[config.mk]
export PLATFORM = sky130hd
export DESIGN_NAME = lcd_text_arbiter_flat
export DESIGN_NICKNAME = d
export VERILOG_FILES = /design/src/rtl/lcd_text_arbiter_if.sv /design/src/rtl/lcd_text_arbiter.sv /design/src/flat_wrapper.sv
export SDC_FILE = /design/constraint.sdc
export NUM_CORES = 1
export LEC_CHECK = 0
export ABC_AREA = 1
export BUFFER_PORTS_ARGS = -buffer_cell sky130_fd_sc_hd__buf_2
export CAP_MARGIN = 20
export CORE_AREA = 4 4 320 322
export DETAILED_ROUTE_END_ITERATION = 7
export DIE_AREA = 0 0 324 326
export PLACE_DENSITY_LB_ADDON = 0.08
export SETUP_SLACK_MARGIN = 0.02
export SLEW_MARGIN = 30
export SYNTH_ARGS = -nofsm -noshare
export SYNTH_HDL_FRONTEND = slang
export SYNTH_SLANG_ARGS = --single-unit
[constraint.sdc]
create_clock -name CLK -period 2.15 [get_ports CLK]
set_input_delay 0.215 -clock CLK [delete_from_list [all_inputs] [get_ports CLK]]
set_output_delay 0.215 -clock CLK [all_outputs]
set_load 0.005 [all_outputs]
[src/rtl/lcd_text_arbiter_if.sv]
// lcd_text_arbiter_if
// Bundles the requester-facing and engine-facing signals of the LCD text
// arbiter into one interface.
//   req, req_line, req_text : per-requester request level, line select and text
//   grant, ack, err, busy   : arbitration status returned to the requesters
//   lcd_sendText, lcd_line,
//   lcd_text, lcd_done      : start pulse, latched message and done level of
//                             the shared LCD text-send engine
// Modports:
//   slave  : the arbiter (consumes requests and engine done, drives the rest)
//   master : the application side plus engine (drives requests and done)
interface lcd_text_arbiter_if #(
    parameter int NUM_REQ     = 2,
    parameter int TEXT_LENGTH = 34
);
    logic [NUM_REQ-1:0]               req;
    logic [NUM_REQ-1:0]               req_line;
    logic [NUM_REQ*8*TEXT_LENGTH-1:0] req_text;
    logic [NUM_REQ-1:0]               grant;
    logic [NUM_REQ-1:0]               ack;
    logic                             err;
    logic                             busy;
    logic                             lcd_sendText;
    logic                             lcd_line;
    logic [8*TEXT_LENGTH-1:0]         lcd_text;
    logic                             lcd_done;

    modport slave (
        input  req, req_line, req_text, lcd_done,
        output grant, ack, err, busy, lcd_sendText, lcd_line, lcd_text
    );

    modport master (
        output req, req_line, req_text, lcd_done,
        input  grant, ack, err, busy, lcd_sendText, lcd_line, lcd_text
    );
endinterface

[src/rtl/lcd_text_arbiter.sv]
// lcd_text_arbiter
// Shares the single LCD text-send engine between NUM_REQ requesters using a
// round-robin grant. The winner's text and line select are latched, the
// engine is started with a one-cycle pulse, and the requester is acked when
// the engine's done level rises (or flagged with err after a timeout).
// Ports:
//   CLK : system clock
//   RST : synchronous, active-high reset
//   bus : lcd_text_arbiter_if.slave carrying requests, grant/ack/err/busy and
//         the engine's sendText/line/text/done signals
module lcd_text_arbiter #(
    parameter int NUM_REQ        = 2,
    parameter int TEXT_LENGTH    = 34,
    parameter int TIMEOUT_CYCLES = 25000000
) (
    input  logic              CLK,
    input  logic              RST,
    lcd_text_arbiter_if.slave bus
);
    localparam int TW = 8 * TEXT_LENGTH;
    localparam int IW = $clog2(NUM_REQ);
    localparam logic [25:0] TIMEOUT_LAST = 26'(TIMEOUT_CYCLES - 1);

    typedef enum logic [1:0] {IDLE, ISSUE, WAIT, ACK} state_t;

    state_t          state_q, state_d;
    logic [IW-1:0]   last_grant_q, last_grant_d;
    logic [IW-1:0]   winner_q, winner_d;
    logic [25:0]     count_q, count_d;
    logic            err_flag_q, err_flag_d;
    logic            line_q, line_d;
    logic [TW-1:0]   text_q, text_d;
    logic            done_q;
    logic            completion;
    logic            found;
    logic [IW-1:0]   pick;
    logic            busy;

    // Only a rising edge of the engine's done level counts; a level left high
    // by a previous message must fall and rise again.
    assign completion = bus.lcd_done & ~done_q;

    // Round-robin search starting just after the last served requester.
    always_comb begin
        found = 1'b0;
        pick  = last_grant_q;
        for (int i = 1; i <= NUM_REQ; i++) begin
            int cand;
            cand = (int'(last_grant_q) + i) % NUM_REQ;
            if (!found && bus.req[IW'(cand)]) begin
                found = 1'b1;
                pick  = IW'(cand);
            end
        end
    end

    // Next-state logic; the message is latched only at the IDLE decision so
    // later changes on req_text cannot disturb the engine.
    always_comb begin
        state_d      = state_q;
        last_grant_d = last_grant_q;
        winner_d     = winner_q;
        count_d      = count_q;
        err_flag_d   = err_flag_q;
        line_d       = line_q;
        text_d       = text_q;
        case (state_q)
            IDLE: begin
                if (found) begin
                    winner_d   = pick;
                    text_d     = bus.req_text[int'(pick)*TW +: TW];
                    line_d     = bus.req_line[pick];
                    err_flag_d = 1'b0;
                    state_d    = ISSUE;
                end
            end
            ISSUE: begin
                count_d = '0;
                state_d = WAIT;
            end
            WAIT: begin
                // A completion in the same cycle as the timeout takes priority.
                if (completion) begin
                    err_flag_d = 1'b0;
                    state_d    = ACK;
                end else if (count_q == TIMEOUT_LAST) begin
                    err_flag_d = 1'b1;
                    state_d    = ACK;
                end else begin
                    count_d = count_q + 26'd1;
                end
            end
            ACK: begin
                last_grant_d = winner_q;
                state_d      = IDLE;
            end
            default: state_d = IDLE;
        endcase
    end

    always_ff @(posedge CLK) begin
        if (RST) begin
            state_q      <= IDLE;
            last_grant_q <= IW'(NUM_REQ - 1);
            winner_q     <= '0;
            count_q      <= '0;
            err_flag_q   <= 1'b0;
            line_q       <= 1'b0;
            text_q       <= '0;
            done_q       <= bus.lcd_done;
        end else begin
            state_q      <= state_d;
            last_grant_q <= last_grant_d;
            winner_q     <= winner_d;
            count_q      <= count_d;
            err_flag_q   <= err_flag_d;
            line_q       <= line_d;
            text_q       <= text_d;
            done_q       <= bus.lcd_done;
        end
    end

    // Outputs decode straight from the state so a reset clears them at once.
    assign busy             = (state_q != IDLE);
    assign bus.busy         = busy;
    assign bus.lcd_sendText = (state_q == ISSUE);
    assign bus.grant        = busy ? (NUM_REQ'(1) << winner_q) : '0;
    assign bus.ack          = (state_q == ACK) ? (NUM_REQ'(1) << winner_q) : '0;
    assign bus.err          = (state_q == ACK) && err_flag_q;
    assign bus.lcd_line     = line_q;
    assign bus.lcd_text     = text_q;
endmodule
[src/flat_wrapper.sv]
// flat-port wrapper written by rule: the top's interface ports become plain ports
module lcd_text_arbiter_flat 
#(
    parameter int NUM_REQ        = 2,
    parameter int TEXT_LENGTH    = 34,
    parameter int TIMEOUT_CYCLES = 25000000
)
  (CLK, RST, bus_req, bus_req_line, bus_req_text, bus_lcd_done, bus_grant, bus_ack, bus_err, bus_busy, bus_lcd_sendText, bus_lcd_line, bus_lcd_text);
  lcd_text_arbiter_if #(.NUM_REQ(NUM_REQ), .TEXT_LENGTH(TEXT_LENGTH)) bus_i ();
  input  logic CLK;
  input  logic RST;
  input wire logic [$bits(bus_i.req)-1:0] bus_req;
  input wire logic [$bits(bus_i.req_line)-1:0] bus_req_line;
  input wire logic [$bits(bus_i.req_text)-1:0] bus_req_text;
  input wire logic [$bits(bus_i.lcd_done)-1:0] bus_lcd_done;
  output wire logic [$bits(bus_i.grant)-1:0] bus_grant;
  output wire logic [$bits(bus_i.ack)-1:0] bus_ack;
  output wire logic [$bits(bus_i.err)-1:0] bus_err;
  output wire logic [$bits(bus_i.busy)-1:0] bus_busy;
  output wire logic [$bits(bus_i.lcd_sendText)-1:0] bus_lcd_sendText;
  output wire logic [$bits(bus_i.lcd_line)-1:0] bus_lcd_line;
  output wire logic [$bits(bus_i.lcd_text)-1:0] bus_lcd_text;
  assign bus_i.req = bus_req;
  assign bus_i.req_line = bus_req_line;
  assign bus_i.req_text = bus_req_text;
  assign bus_i.lcd_done = bus_lcd_done;
  assign bus_grant = bus_i.grant;
  assign bus_ack = bus_i.ack;
  assign bus_err = bus_i.err;
  assign bus_busy = bus_i.busy;
  assign bus_lcd_sendText = bus_i.lcd_sendText;
  assign bus_lcd_line = bus_i.lcd_line;
  assign bus_lcd_text = bus_i.lcd_text;
  lcd_text_arbiter #(.NUM_REQ(NUM_REQ), .TEXT_LENGTH(TEXT_LENGTH), .TIMEOUT_CYCLES(TIMEOUT_CYCLES)) u_core (.CLK(CLK), .RST(RST), .bus(bus_i));
endmodule
==> results of run 1 <==
-- worst min-delay path by stage --
stage | start | end | slack [ns] | cells after the start
6_report | bus_req_text[1] | u_core.bus.lcd_text[1] | 0.05 | 3
4_1_cts | bus_req_text[375] | u_core.bus.lcd_text[103] | 0.00004 | 4
3_5_place_dp | bus_lcd_done | u_core.done_q | 0.38 | 1
2_1_floorplan | bus_lcd_done | u_core.done_q | 0.24 | 0
5_1_grt | bus_req_text[246] | u_core.bus.lcd_text[246] | 0.02 | 3
3_3_place_gp | bus_lcd_done | u_core.done_q | 0.38 | 1
-- cell usage in the layout (no fill, tap or decap), drive strengths merged, types with 7 or more instances in the layout --
cell,instances
buf,894
dlygate4sd3,400
inv,69
clkinv,8
nor2,59
o21ai,281
o21a,258
nand2,403
o22ai,15
nor3,7
clkbuf,71
nand3,49
a21oi,284
diode,13
dfxtp,305
-- timing repair --
action                     CTS  global route
setup buffers                0             1
resized for setup            0             2
setup endpoints to repair    0             9
hold endpoints to repair   263             0
hold buffers               400             0
-- power by group --
| group | switching, µW | internal, µW |
|---|---|---|
| Clock | 2960 | 4390 |
| Sequential | 426 | 6490 |
| Combinational | 3440 | 3050 |
-- cell families (layout without fill, tap and decap cells) --
logic type      count (synthesis)  after routing
buf+inv                       230           1445
fa+ha+maj                       5              5
flops                         305            305
xor+xnor                        1              1
compound gates                840            840
other cells                     0             13
simple gates                  531            531
-- sequential cells by signal, indices dropped and copies added (netlist names) --
register             count
u_core.winner_q          1
u_core.last_grant_q      1
u_core.state_q           2
u_core.done_q            1
u_core.bus.lcd_text    272
u_core.err_flag_q        1
u_core.bus.lcd_line      1
u_core.count_q          26
-- metal layers --
metal | GRT usage [%] | part of all wire [%]
met2 | 26.4 | 50
met4 | 4.58 | 3.0
met1 | 16.7 | 40
met3 | 4.36 | 7.1
met5 | 0 | 0.056
-- area by class of cell --
cell class                 instances  area share (%)
antenna                           13           0.127
clock buffer                      69            5.24
clock inverter                    11           0.407
inverter                          69            1.04
multi-input combinational       1377            27.9
sequential                       305            23.9
tap                             1298            6.36
timing repair buffer            1296            34.9
-- critical path: stages (launching register included) --
cell and delay [ns]:
dfxtp_1 0.33, inv_1 0.09, ha_1 0.29, nand2_8 0.12, inv_8 0.15, buf_12 0.27, buf_12 0.19, o21a_1 0.14
o21ai_0 0.11, a21oi_1 0.14
-- through the flow --
step	std cells	util, %	instance area (µm²)	power [µW]
6_report	4438	25.6	25500	20800
5_1_grt	4431	25.6	25500	22100
4_1_cts	4422	25.5	25400	21200
3_5_place_dp	3942	20.1	20000	13000
3_3_place_gp	3942	20.1	20000	13000
2_1_floorplan	1912	-	14200	9970
==> impl_metrics.py, run 1 <==
metrics = {
    "run_status": {
        "status": "completed",
    },
    "placement": {
        "place_ws_ns": 0.160,
        "gp_congestion": 0.813,
        "port_buffers": 829,
        "dpl.hpwl_mm": 63.0,
    },
    "yosys": {
        "synth_compound_area_share_pct": 34.4,
        "synth_area_leader_cell": "dfxtp_1",
        "yosys.area_share.simple_pct": 15.2,
        "syn_area_mm2": 0.0142,
        "synth.distinct_cells": 32,
        "yosys-top-cells-area": "dfxtp_1 (43%), o21a_1 (14%), nand2_1 (11%), a21oi_1 (10%), o21ai_0 (7.4%)",
        "synth_fp_nets": 2468,
        "synth_top_area_share_pct": 43.0,
        "synthCells": 1912,
        "synth_edf_count": 0,
        "synth.most_common_cell": "nand2_1",
        "synth_mux_area_share_pct": 0,
        "synthArstFlopShare_pct": 0,
        "synth_xor_area_share_pct": 0.0617,
        "synth_top_family_by_area": "compound AO/OA/AOI/OAI gates",
        "synth_fa_ha_area_share_pct": 0.441,
        "synth_commonest_cells": "nand2_1 (398), dfxtp_1 (305), a21oi_1 (283)",
        "synth_ff_type": "dfxtp_1",
        "yosysWarnings": 0,
        "syn-mean-instance-area_um2": 7.42,
        "ys_seq_elements": 305,
        "synth_seq_area_share_pct": 43.0,
    },
    "global_routing": {
        "grt_pass1_wl_mm": 118,
        "grt_max_degree": 114,
        "grt_usage_pct": 14.8,
        "antenna_found_initial": 19,
        "first_global_vias": 18300,
        "grt_overflow": 0,
    },
    "clock_network": {
        "cts_buffers": 45,
        "clockBufferDepth": 3,
        "cts_tree": "yes",
        "cts_sinks": 305,
        "root_buffer": "clkbuf_16",
        "clk-insertion-delay-late_ns": 0.57,
        "htree_levels": 2,
        "path_clk_slew_ns": 0.06,
    },
    "sta": {
        "min_period_over_period_pct": 93.7,
        "finalClockSkew_ns": 0.0137,
        "slew_headroom_pct": 44.0,
        "hold_violations": 0,
        "fin_ws_ns": 0.136,
        "worst_pin_slew_ns": 0.840,
        "rsz0062_at_grt": "true",
        "layout_min_cycle_time_ns": 2.01,
        "fmax_mhz": 496,
        "maxSlewViolCount": 0,
        "hold_ws_ns": 0.0472,
        "setup_viol": 0,
        "setup-tns-final_ns": 0,
    },
    "worst_hold_path": {
        "hold_class": "primary input to register",
    },
    "finish": {
        "area_growth_pct": 79.9,
        "fill_cells": 11100,
        "nNetsFinal": 3650,
        "multi_input_area_mm2": 0.00713,
        "regArea_mm2": 0.00611,
        "final_layout_size_suffix_gt1_share_pct": 31.4,
    },
    "worst_setup_path": {
        "crit_type": "register to register",
        "startpoint_type": "register",
        "rrSetupSlack_ns": 0.14,
        "crit_path_start": "u_core.state_q[0]",
        "cp.required_ns": 2.64,
        "critPathCapture": "u_core.bus.lcd_text[257]",
        "critPathArrivalTime_ns": 2.50,
        "regToRegEndpoint": "u_core.bus.lcd_text[257]",
        "r2r_cells": 9,
        "critPathCaptureType": "register",
        "cp_max_fo": 58,
        "reg2reg_from": "u_core.state_q[0]",
    },
    "floorplan": {
        "rows": 116,
        "die_h_um": 326,
        "ioPinCount": 831,
        "die-area_mm2": 0.106,
        "coreArea_mm2": 0.0996,
        "start_util_pct": 14.3,
        "die_w_um": 324,
    },
    "route": {
        "drtIter0Drc": 852,
        "drc_errors": 0,
        "vias_per_cell": 4.03,
        "ant_nets": 0,
        "dr.pass1.iters": 7,
        "wl_mm": 83.3,
        "vias": 17900,
        "post_drt_wl_per_cell_um": 18.8,
    },
    "pwr": {
        "p_leak_uw": 0.0112,
        "ir_worst_vdd_mv": 0.566,
        "p_per_area_mw_per_mm2": 813,
    },
    "run": {
        "cap_violations": 0,
    },
}
Note: power is estimated with default switching activity, not from simulation.
==> run 2: changes to the inputs <==
--- a/config.mk
+++ b/config.mk
@@ -12,6 +12,7 @@
 export DETAILED_ROUTE_END_ITERATION = 7
 export DIE_AREA = 0 0 324 326
 export PLACE_DENSITY_LB_ADDON = 0.08
+export REMOVE_ABC_BUFFERS = 1
 export SETUP_SLACK_MARGIN = 0.02
 export SLEW_MARGIN = 30
 export SYNTH_ARGS = -nofsm -noshare
==> run 2 against run 1 <==
  * Sequential share of layout area about the same
  * Critical endpoint is now u_core.bus.lcd_text[172]
  * First-iteration DRC count decreased by 8.9%
  * Count of clock-buffer cells in the layout decreased by 3
==> impl_metrics.py, run 2 (synthesis results as in run 1) <==
metrics = {
    "floorplan": {
        "die-area_mm2": 0.106,
        "coreArea_mm2": 0.0996,
        "rows": 116,
        "start_util_pct": 14.3,
        "ioPinCount": 831,
        "die_w_um": 324,
        "die_h_um": 326,
    },
    "global_routing": {
        "grt_usage_pct": 15.4,
        "grt_pass1_wl_mm": 122,
        "first_global_vias": 18600,
        "antenna_found_initial": 27,
        "grt_overflow": 0,
        "grt_max_degree": 140,
    },
    "worst_setup_path": {
        "cp_max_fo": 75,
        "critical_path.max_stage_delay_ns": 0.55,
        "critPathCaptureType": "register",
        "crit_type": "register to register",
        "crit_chain": "buf_16 > buf_4 > o21a_1 > o21ai_1 > dlygate4sd3_1 > a21oi_1",
        "cp.required_ns": 2.64,
        "startpoint_type": "register",
        "rrSetupSlack_ns": 0.12,
        "critPathArrivalTime_ns": 2.52,
        "cp_slowest_cell": "dlygate4sd3_1",
    },
    "run": {
        "cap_violations": 0,
    },
    "pwr": {
        "clkPwrFrac_pct": 36.7,
        "pwr-share-comb_pct": 30.8,
        "power.total_uw": 21200,
        "swShare_pct": 32.2,
        "ir_worst_vdd_mv": 0.455,
        "internal_power_uw": 14400,
        "p_sw_uw": 6820,
        "p_seq_share_pct": 32.5,
        "p_leak_uw": 0.0113,
        "p_per_area_mw_per_mm2": 831,
    },
    "sta": {
        "maxSlewViolCount": 0,
        "finalClockSkew_ns": 0.0209,
        "worst_pin_slew_ns": 0.887,
        "slew_headroom_pct": 40.9,
        "fmax_mhz": 493,
        "setup_viol": 0,
        "rsz0062_at_grt": "false",
        "layout_min_cycle_time_ns": 2.03,
        "hold_violations": 0,
        "min_period_over_period_pct": 94.3,
        "setup-tns-final_ns": 0,
    },
    "finish": {
        "final_layout_size_suffix_gt1_share_pct": 31.7,
        "final_util_pct": 25.6,
        "largest_register_ffs": 272,
        "design_area_mm2": 0.0255,
        "final_common_cell": "buf_2",
        "nNetsFinal": 3639,
        "final_cell_mix": "buf_2 (828), nand2_1 (398), dlygate4sd3_1 (388), dfxtp_1 (304), a21oi_1 (283)",
        "area_growth_pct": 79.7,
    },
    "clock_network": {
        "cts_tree": "yes",
        "clockBufferDepth": 3,
        "path_clk_slew_ns": 0.05,
        "htree_levels": 2,
        "cts_sinks": 305,
        "root_buffer": "clkbuf_16",
        "cts_buffers": 44,
        "clk-insertion-delay-late_ns": 0.58,
    },
    "placement": {
        "port_buffers": 829,
        "gp_congestion": 0.819,
        "place_area_mm2": 0.0200,
        "dpl.hpwl_mm": 65.6,
    },
    "route": {
        "drtIter0Drc": 776,
        "drc_errors": 0,
        "post_drt_wl_per_cell_um": 19.3,
        "dr.pass1.iters": 4,
        "ant_nets": 0,
        "wl_mm": 85.6,
        "vias": 17800,
        "vias_per_cell": 4.03,
    },
    "worst_hold_path": {
        "hold_class": "primary input to register",
    },
    "run_status": {
        "status": "completed",
    },
}
## run 2: changes by cell type in the layout (fill, tap and decap cells not counted), sizes merged
cell / change
clkbuf: -4
bufinv: +4
clkinv: -2
buf: +3
diode: -2
dlygate4sd3: -12
inv: +1
## run 2: area by class of cell
class / instances / area [µm²]
sequential: 305 / 6110
tap: 1298 / 1620
inverter: 69 / 267
antenna: 11 / 27.5
multi-input combinational: 1377 / 7130
fill: 11100 / 74100
clock inverter: 14 / 219
timing repair buffer: 1286 / 8800
clock buffer: 66 / 1330
## run 2: worst paths after layout
path | cells after the start | end | from
max | 6 | u_core.bus.lcd_text[172] | u_core.last_grant_q
min | 4 | u_core.bus.lcd_text[5] | bus_req_text[277]
max reg2reg | 6 | u_core.bus.lcd_text[172] | u_core.last_grant_q
min reg2reg | 2 | u_core.bus.lcd_text[67] | u_core.bus.lcd_text[67]
## run 2: power by group through the flow
stage	clock network (µW)	logic, µW	registers, µW
final	7780	6520	6890
after global placement	0	6030	6990
after floorplan	0	2680	7130
after detailed placement	0	6010	7000
after global routing	8290	7240	6990
after CTS	8120	6670	6890
## run 2: per-layer routing
| layer | wire [µm] | vias to the layer above | part of all wire [%] | track usage [%] |
|---|---|---|---|---|
| li1 | - | 8875 | - | - |
| met1 | 32400 | 8289 | 38 | 16.4 |
| met2 | 45000 | 538 | 53 | 29.0 |
| met3 | 5600 | 134 | 6.5 | 4.36 |
| met4 | 2570 | 6 | 3.0 | 4.53 |
| met5 | 28 | - | 0.033 | 0 |
## run 2: what timing repair did
item                                   4_1_cts  5_1_grt
setup buffers                                0        1
resized for setup                            0        1
setup endpoints to repair                    0        4
endpoints found under the hold margin      259        0
hold buffers                               388        0
## run 2: worst max-delay path: cells and delay by family, from the launching register on
family | cells | cell delay (ns)
AOI/OAI and AO/OA | 3 | 0.32
buffers and inverters | 3 | 1.06
DFF | 1 | 0.46
## run 2: through the flow
step	cells	hold slack, ns	worst slack, ns
floorplan	1751	0.243	-12.93
global placement	3945	0.350	0.174
detailed placement	3945	0.351	0.174
CTS	4413	0.000153	0.0342
global route	4421	0.0172	0.0286
finish	4426	0.0450	0.123
